$ cat src/rtl/id_ex_stage.sv
// ID/EX pipeline register feeding the ALU: hazard stall, bubble insertion, branch flush.
// Build option ID_EX_FORWARDING_EN: MEM/WB operand forwarding; without it every RAW dependency stalls.
module id_ex_stage #(
  parameter int DATA_WIDTH    = 32,
  parameter int OPCODE_LENGTH = 4,
  parameter int REG_ADDR      = 5
) (
  input  logic                     clk,
  input  logic                     reset,
  input  logic                     id_valid,
  output logic                     id_ready,
  input  logic [REG_ADDR-1:0]      id_rs1,
  input  logic [REG_ADDR-1:0]      id_rs2,
  input  logic [REG_ADDR-1:0]      id_rd,
  input  logic [DATA_WIDTH-1:0]    id_rs1_data,
  input  logic [DATA_WIDTH-1:0]    id_rs2_data,
  input  logic [DATA_WIDTH-1:0]    id_imm,
  input  logic                     id_alusrc,
  input  logic [OPCODE_LENGTH-1:0] id_operation,
  input  logic                     id_regwrite,
  input  logic                     id_memread,
  input  logic                     flush,
  input  logic [REG_ADDR-1:0]      mem_rd,
  input  logic                     mem_regwrite,
  input  logic [DATA_WIDTH-1:0]    mem_result,
  input  logic [REG_ADDR-1:0]      wb_rd,
  input  logic                     wb_regwrite,
  input  logic [DATA_WIDTH-1:0]    wb_result,
  output logic [DATA_WIDTH-1:0]    SrcA,
  output logic [DATA_WIDTH-1:0]    SrcB,
  output logic [OPCODE_LENGTH-1:0] Operation,
  output logic [REG_ADDR-1:0]      ex_rd,
  output logic                     ex_regwrite,
  output logic                     ex_memread,
  output logic                     ex_valid
);

  logic                     valid_reg;
  logic [REG_ADDR-1:0]      rs1_reg;
  logic [REG_ADDR-1:0]      rs2_reg;
  logic [REG_ADDR-1:0]      rd_reg;
  logic [DATA_WIDTH-1:0]    rs1_data_reg;
  logic [DATA_WIDTH-1:0]    rs2_data_reg;
  logic [DATA_WIDTH-1:0]    imm_reg;
  logic                     alusrc_reg;
  logic [OPCODE_LENGTH-1:0] operation_reg;
  logic                     regwrite_reg;
  logic                     memread_reg;

  logic hz;
  logic load_id;

  assign ex_valid    = valid_reg;
  assign ex_rd       = rd_reg;
  assign ex_regwrite = valid_reg & regwrite_reg;
  assign ex_memread  = valid_reg & memread_reg;
  assign Operation   = operation_reg;
  assign id_ready    = !hz;

  // A bubble is the all-zero state, so reset, flush, stall and idle share one path.
  assign load_id = id_valid && !flush && !hz;

  always_ff @(posedge clk) begin
    if (reset || !load_id) begin
      valid_reg     <= 1'b0;
      rs1_reg       <= '0;
      rs2_reg       <= '0;
      rd_reg        <= '0;
      rs1_data_reg  <= '0;
      rs2_data_reg  <= '0;
      imm_reg       <= '0;
      alusrc_reg    <= 1'b0;
      operation_reg <= '0;
      regwrite_reg  <= 1'b0;
      memread_reg   <= 1'b0;
    end else begin
      valid_reg     <= 1'b1;
      rs1_reg       <= id_rs1;
      rs2_reg       <= id_rs2;
      rd_reg        <= id_rd;
      rs1_data_reg  <= id_rs1_data;
      rs2_data_reg  <= id_rs2_data;
      imm_reg       <= id_imm;
      alusrc_reg    <= id_alusrc;
      operation_reg <= id_operation;
      regwrite_reg  <= id_regwrite;
      memread_reg   <= id_memread;
    end
  end

  // One block per source operand: g_opnd[0] is rs1, g_opnd[1] is rs2.
  genvar gi;
  generate
    for (gi = 0; gi < 2; gi++) begin : g_opnd
      logic [DATA_WIDTH-1:0] data;
      logic [DATA_WIDTH-1:0] fwd;
      assign data = (gi == 0) ? rs1_data_reg : rs2_data_reg;
`ifdef ID_EX_FORWARDING_EN
      logic [REG_ADDR-1:0] rs;
      assign rs = (gi == 0) ? rs1_reg : rs2_reg;
      always_comb begin
        fwd = data;
        if (mem_regwrite && (mem_rd != '0) && (mem_rd == rs))
          fwd = mem_result;
        else if (wb_regwrite && (wb_rd != '0) && (wb_rd == rs))
          fwd = wb_result;
      end
`else
      logic [REG_ADDR-1:0] id_src;
      logic                raw_hit;
      assign fwd    = data;
      assign id_src = (gi == 0) ? id_rs1 : id_rs2;
      // Any in-flight writer of a nonzero source blocks issue until it retires.
      assign raw_hit = (id_src != '0) &&
                       ((ex_regwrite  && (rd_reg == id_src)) ||
                        (mem_regwrite && (mem_rd == id_src)) ||
                        (wb_regwrite  && (wb_rd  == id_src)));
`endif
    end
  endgenerate

`ifdef ID_EX_FORWARDING_EN
  // Only a load in EX cannot be forwarded in time; x0 never creates a dependency.
  assign hz = ex_memread && (rd_reg != '0) && id_valid &&
              ((id_rs1 == rd_reg) || (id_rs2 == rd_reg));
`else
  logic unused_fwd;
  assign unused_fwd = ^{mem_result, wb_result, rs1_reg, rs2_reg};
  assign hz = id_valid && (g_opnd[0].raw_hit || g_opnd[1].raw_hit);
`endif

  assign SrcA = g_opnd[0].fwd;
  assign SrcB = alusrc_reg ? imm_reg : g_opnd[1].fwd;

endmodule

$ cat config.mk
export PLATFORM = sky130hd
export DESIGN_NAME = id_ex_stage
export DESIGN_NICKNAME = d
export VERILOG_FILES = /design/src/rtl/id_ex_stage.sv
export SDC_FILE = /design/constraint.sdc
export NUM_CORES = 1
export LEC_CHECK = 0
export BUFFER_PORTS_ARGS = -buffer_cell sky130_fd_sc_hd__buf_2
export CAP_MARGIN = 20
export CORE_AREA = 2 2 107 109
export DETAILED_ROUTE_END_ITERATION = 8
export DIE_AREA = 0 0 109 111
export PLACE_DENSITY = 0.72
export SLEW_MARGIN = 20
export SYNTH_ARGS = -nofsm -noshare
export SYNTH_HDL_FRONTEND = slang
export SYNTH_SLANG_ARGS = --single-unit
export TNS_END_PERCENT = 1
$ cat constraint.sdc
create_clock -name clk -period 5.2 [get_ports clk]
set_input_delay 1.04 -clock clk [delete_from_list [all_inputs] [get_ports clk]]
set_output_delay 1.04 -clock clk [all_outputs]
set_load 0.005 [all_outputs]
==> summary.txt <==
STA
  • Final setup violation count: 0
  • Post-route clock period utilization: 0.675
  • Unrepaired setup endpoints after global routing: no
  • Fin worst setup slack: between 1.5 and 2 ns
  • Sum Neg Setup Slack: 0 ns
  • Worst Skew: roughly 0.0087 ns
  • Tmin final: 3.51 ns
  • Worst-Margin Slew: between 0.8 and 0.9 ns
  • Max Clock Freq: between 200 and 300 MHz
  • Slew Viols, Final: 0
  • Hold Vio Cnt, Final: 0
  • Max_slew headroom: 0.459

Die
  • Starting Density: 0.365
  • Core area: around 11000 µm²
  • Die Y: between 100 and 150 µm
  • DIE AREA: 12100 µm²
  • IO Pins: around 280
  • FP Rows: 39
  • DIE WIDTH: roughly 110 µm

Clocking
  • Number of post-CTS setup repair buffers: 0
  • Post-cts resize count: 0
  • Bufs on Longest Clock Path: 2
  • CTS tree: done
  • Number of clock sinks: around 110
  • Clock-pin slew on the worst setup and hold paths: approximately 0.070 ns
  • Clock root buffer: clkbuf_16
  • Clk_lat worst skew: between 0.3 and 0.4 ns
  • Post-cts hold buffer count: 0
  • Total CTS buffers: 9
  • H-Tree Depth: 3

Yosys
  • Post-synth top area cell: dfxtp_1
  • Post-synthesis mux area share: 0.0891
  • #FFs+latches synth: around 110
  • Compound-Gate Fraction of Synth Area: 0.0167
  • Sequential area share after synthesis: 0.540
  • Synthesized Nets: between 600 and 700
  • Synth top area share: 0.540
  • Post-Synth Adder-Cell Area: 0
  • Cell area after synthesis: around 4000 µm²
  • Post-synthesis simple-gate area fraction: 0.244
  • Largest family of logic cells by synthesized area: simple AND/OR/NAND/NOR gates
  • Area contributors post-synth: dfxtp_1, nand2_1, mux2_2, nor2_1, nor2_2
  • Syn avg cell area: around 9.1 µm²
  • YS warnings: 0
  • Post-Syn Instances: approximately 440
  • Unique cell type count in the Yosys netlist: 25
  • Xor and xnor area share after synthesis: 0.0606

Detailed routing
  • DRC violations left: 0
  • Initial drt markers: 220
  • Routed len/inst: approximately 12 µm
  • Initial DRT Pass Iterations: 4
  • Vias: 3494
  • Post-route ant nets: 0
  • Vias/cell: 4.43
  • Drt total wl: around 9600 µm

Run status
  • Outcome: completed

Worst setup path
  • Critical Path RT: ~4.2 ns
  • Critical path class: in2out
  • Worst setup SP type: input pin
  • Worst setup EP type: output pin
  • CP max FO: 4
  • R2R depth: 7
  • CP arrival: approximately 2.5 ns

Job
  • Max cap viols: 0

Pwr
  • Leakage: 2.79 nW
  • Tot Pwr: around 1.7 mW
  • Max VDD drop: 0.179 mV
  • Pwr dens: 310 nW/µm²

Final layout
  • ANT cells: 0
  • Most frequent cells in the layout: buf_2, nand2_1, dfxtp_1
  • Area Overhead vs Synth: 34.1%
  • Commonest non-fill, non-tap cell in the layout: buf_2
  • Final instance area: about 5400 µm²
  • Layout cell share with drive strength beyond 1: 0.454
  • Fin nets: ~840

Place
  • # port buffers: between 200 and 250
  • Final HPWL DP: roughly 7100 µm
  • RePlAce Congestion: just under 0.9
  • Post-Place Cell Area: just over 5000 µm²
  • Worst slack, placed: around 1.6 ns

Worst hold path
  • Hold path cells: 3
  • Hold Path Class: in2reg

Global route
  • Initial antenna violation count: 0
  • GR Util All Layers: 0.160
  • First-pass GRT wire length: roughly 15000 µm
  • Grt total ovfl: 0
  • Vias in the first global route: ~3500
  • Largest net degree at the start of global routing: 85
[report_power, final]
part	switching, mW	total [mW]	internal [mW]
clock network	0.284	0.648	0.364
registers	0.00931	0.869	0.859
logic	0.0838	0.164	0.0806
[metal layers]
metal | vias to the layer above | global-route usage | wire length [µm]
met5 | - | 0 | 0
met4 | 0 | 0.0615 | 173
met3 | 15 | 0.0541 | 748
met2 | 124 | 0.274 | 4730
met1 | 1584 | 0.182 | 3910
li1 | 1771 | - | -
[through the flow]
step / util / hold slack, ns / std cells
floorplan: - / 0.914 / 444
global placement: 0.463 / 1.25 / 772
detailed placement: 0.463 / 1.26 / 772
CTS: 0.490 / 0.892 / 788
global route: 0.490 / 0.893 / 788
finish: 0.490 / 0.908 / 788
[path summary, 6_finish.rpt]
kind / from / slack [ns] / to
setup / recovery: id_rs2[1] / 1.69 / id_ready
hold / removal: id_alusrc / 0.91 / alusrc_reg
setup reg to reg: ex_rd[4] / 2.52 / ex_rd[0]
hold reg to reg: regwrite_reg / 1.28 / g_opnd[1].data[18]
[synthesized netlist by cell type]
cell	count
xor2_1	16
nor2_1	85
buf_2	1
nand2b_1	1
dfxtp_1	109
nand4_1	4
buf_1	4
buf_6	11
mux2_2	32
xnor2_1	12
nor2_2	28
o211ai_2	1
a211o_1	1
o22a_1	1
a221oi_1	1
clkbuf_1	12
o2111ai_1	1
inv_1	4
o221a_2	1
nor4_1	3
or4_1	1
a32oi_1	1
nand2_1	111
nor3_1	2
and2_1	1
[critical path, stage by stage]
cell       delay [ns]
buf_2            0.14
or4_1            0.56
o211ai_2         0.16
o22a_1           0.21
o2111ai_4        0.16
nand2_1          0.09
buf_2            0.11
[cells by family (layout without fill, tap and decap cells)]
group	count (synthesis)	in the layout
AO/OA/AOI/OAI	7	7
XOR/XNOR	28	28
AND/OR/NAND/NOR	236	236
buffers and inverters	32	233
multiplexers	32	32
flip-flops	109	109
[area by class of cell]
type / instances / area (µm²)
flip-flops and latches: 109 / 2180
clock buffers: 13 / 270
fillers: 1069 / 5650
multi-input cells: 303 / 1680
clock inverters: 3 / 18.8
inverters: 4 / 15.0
well taps: 143 / 179
repair buffers: 213 / 1070
No activity file was read; power rests on OpenSTA's default activity.
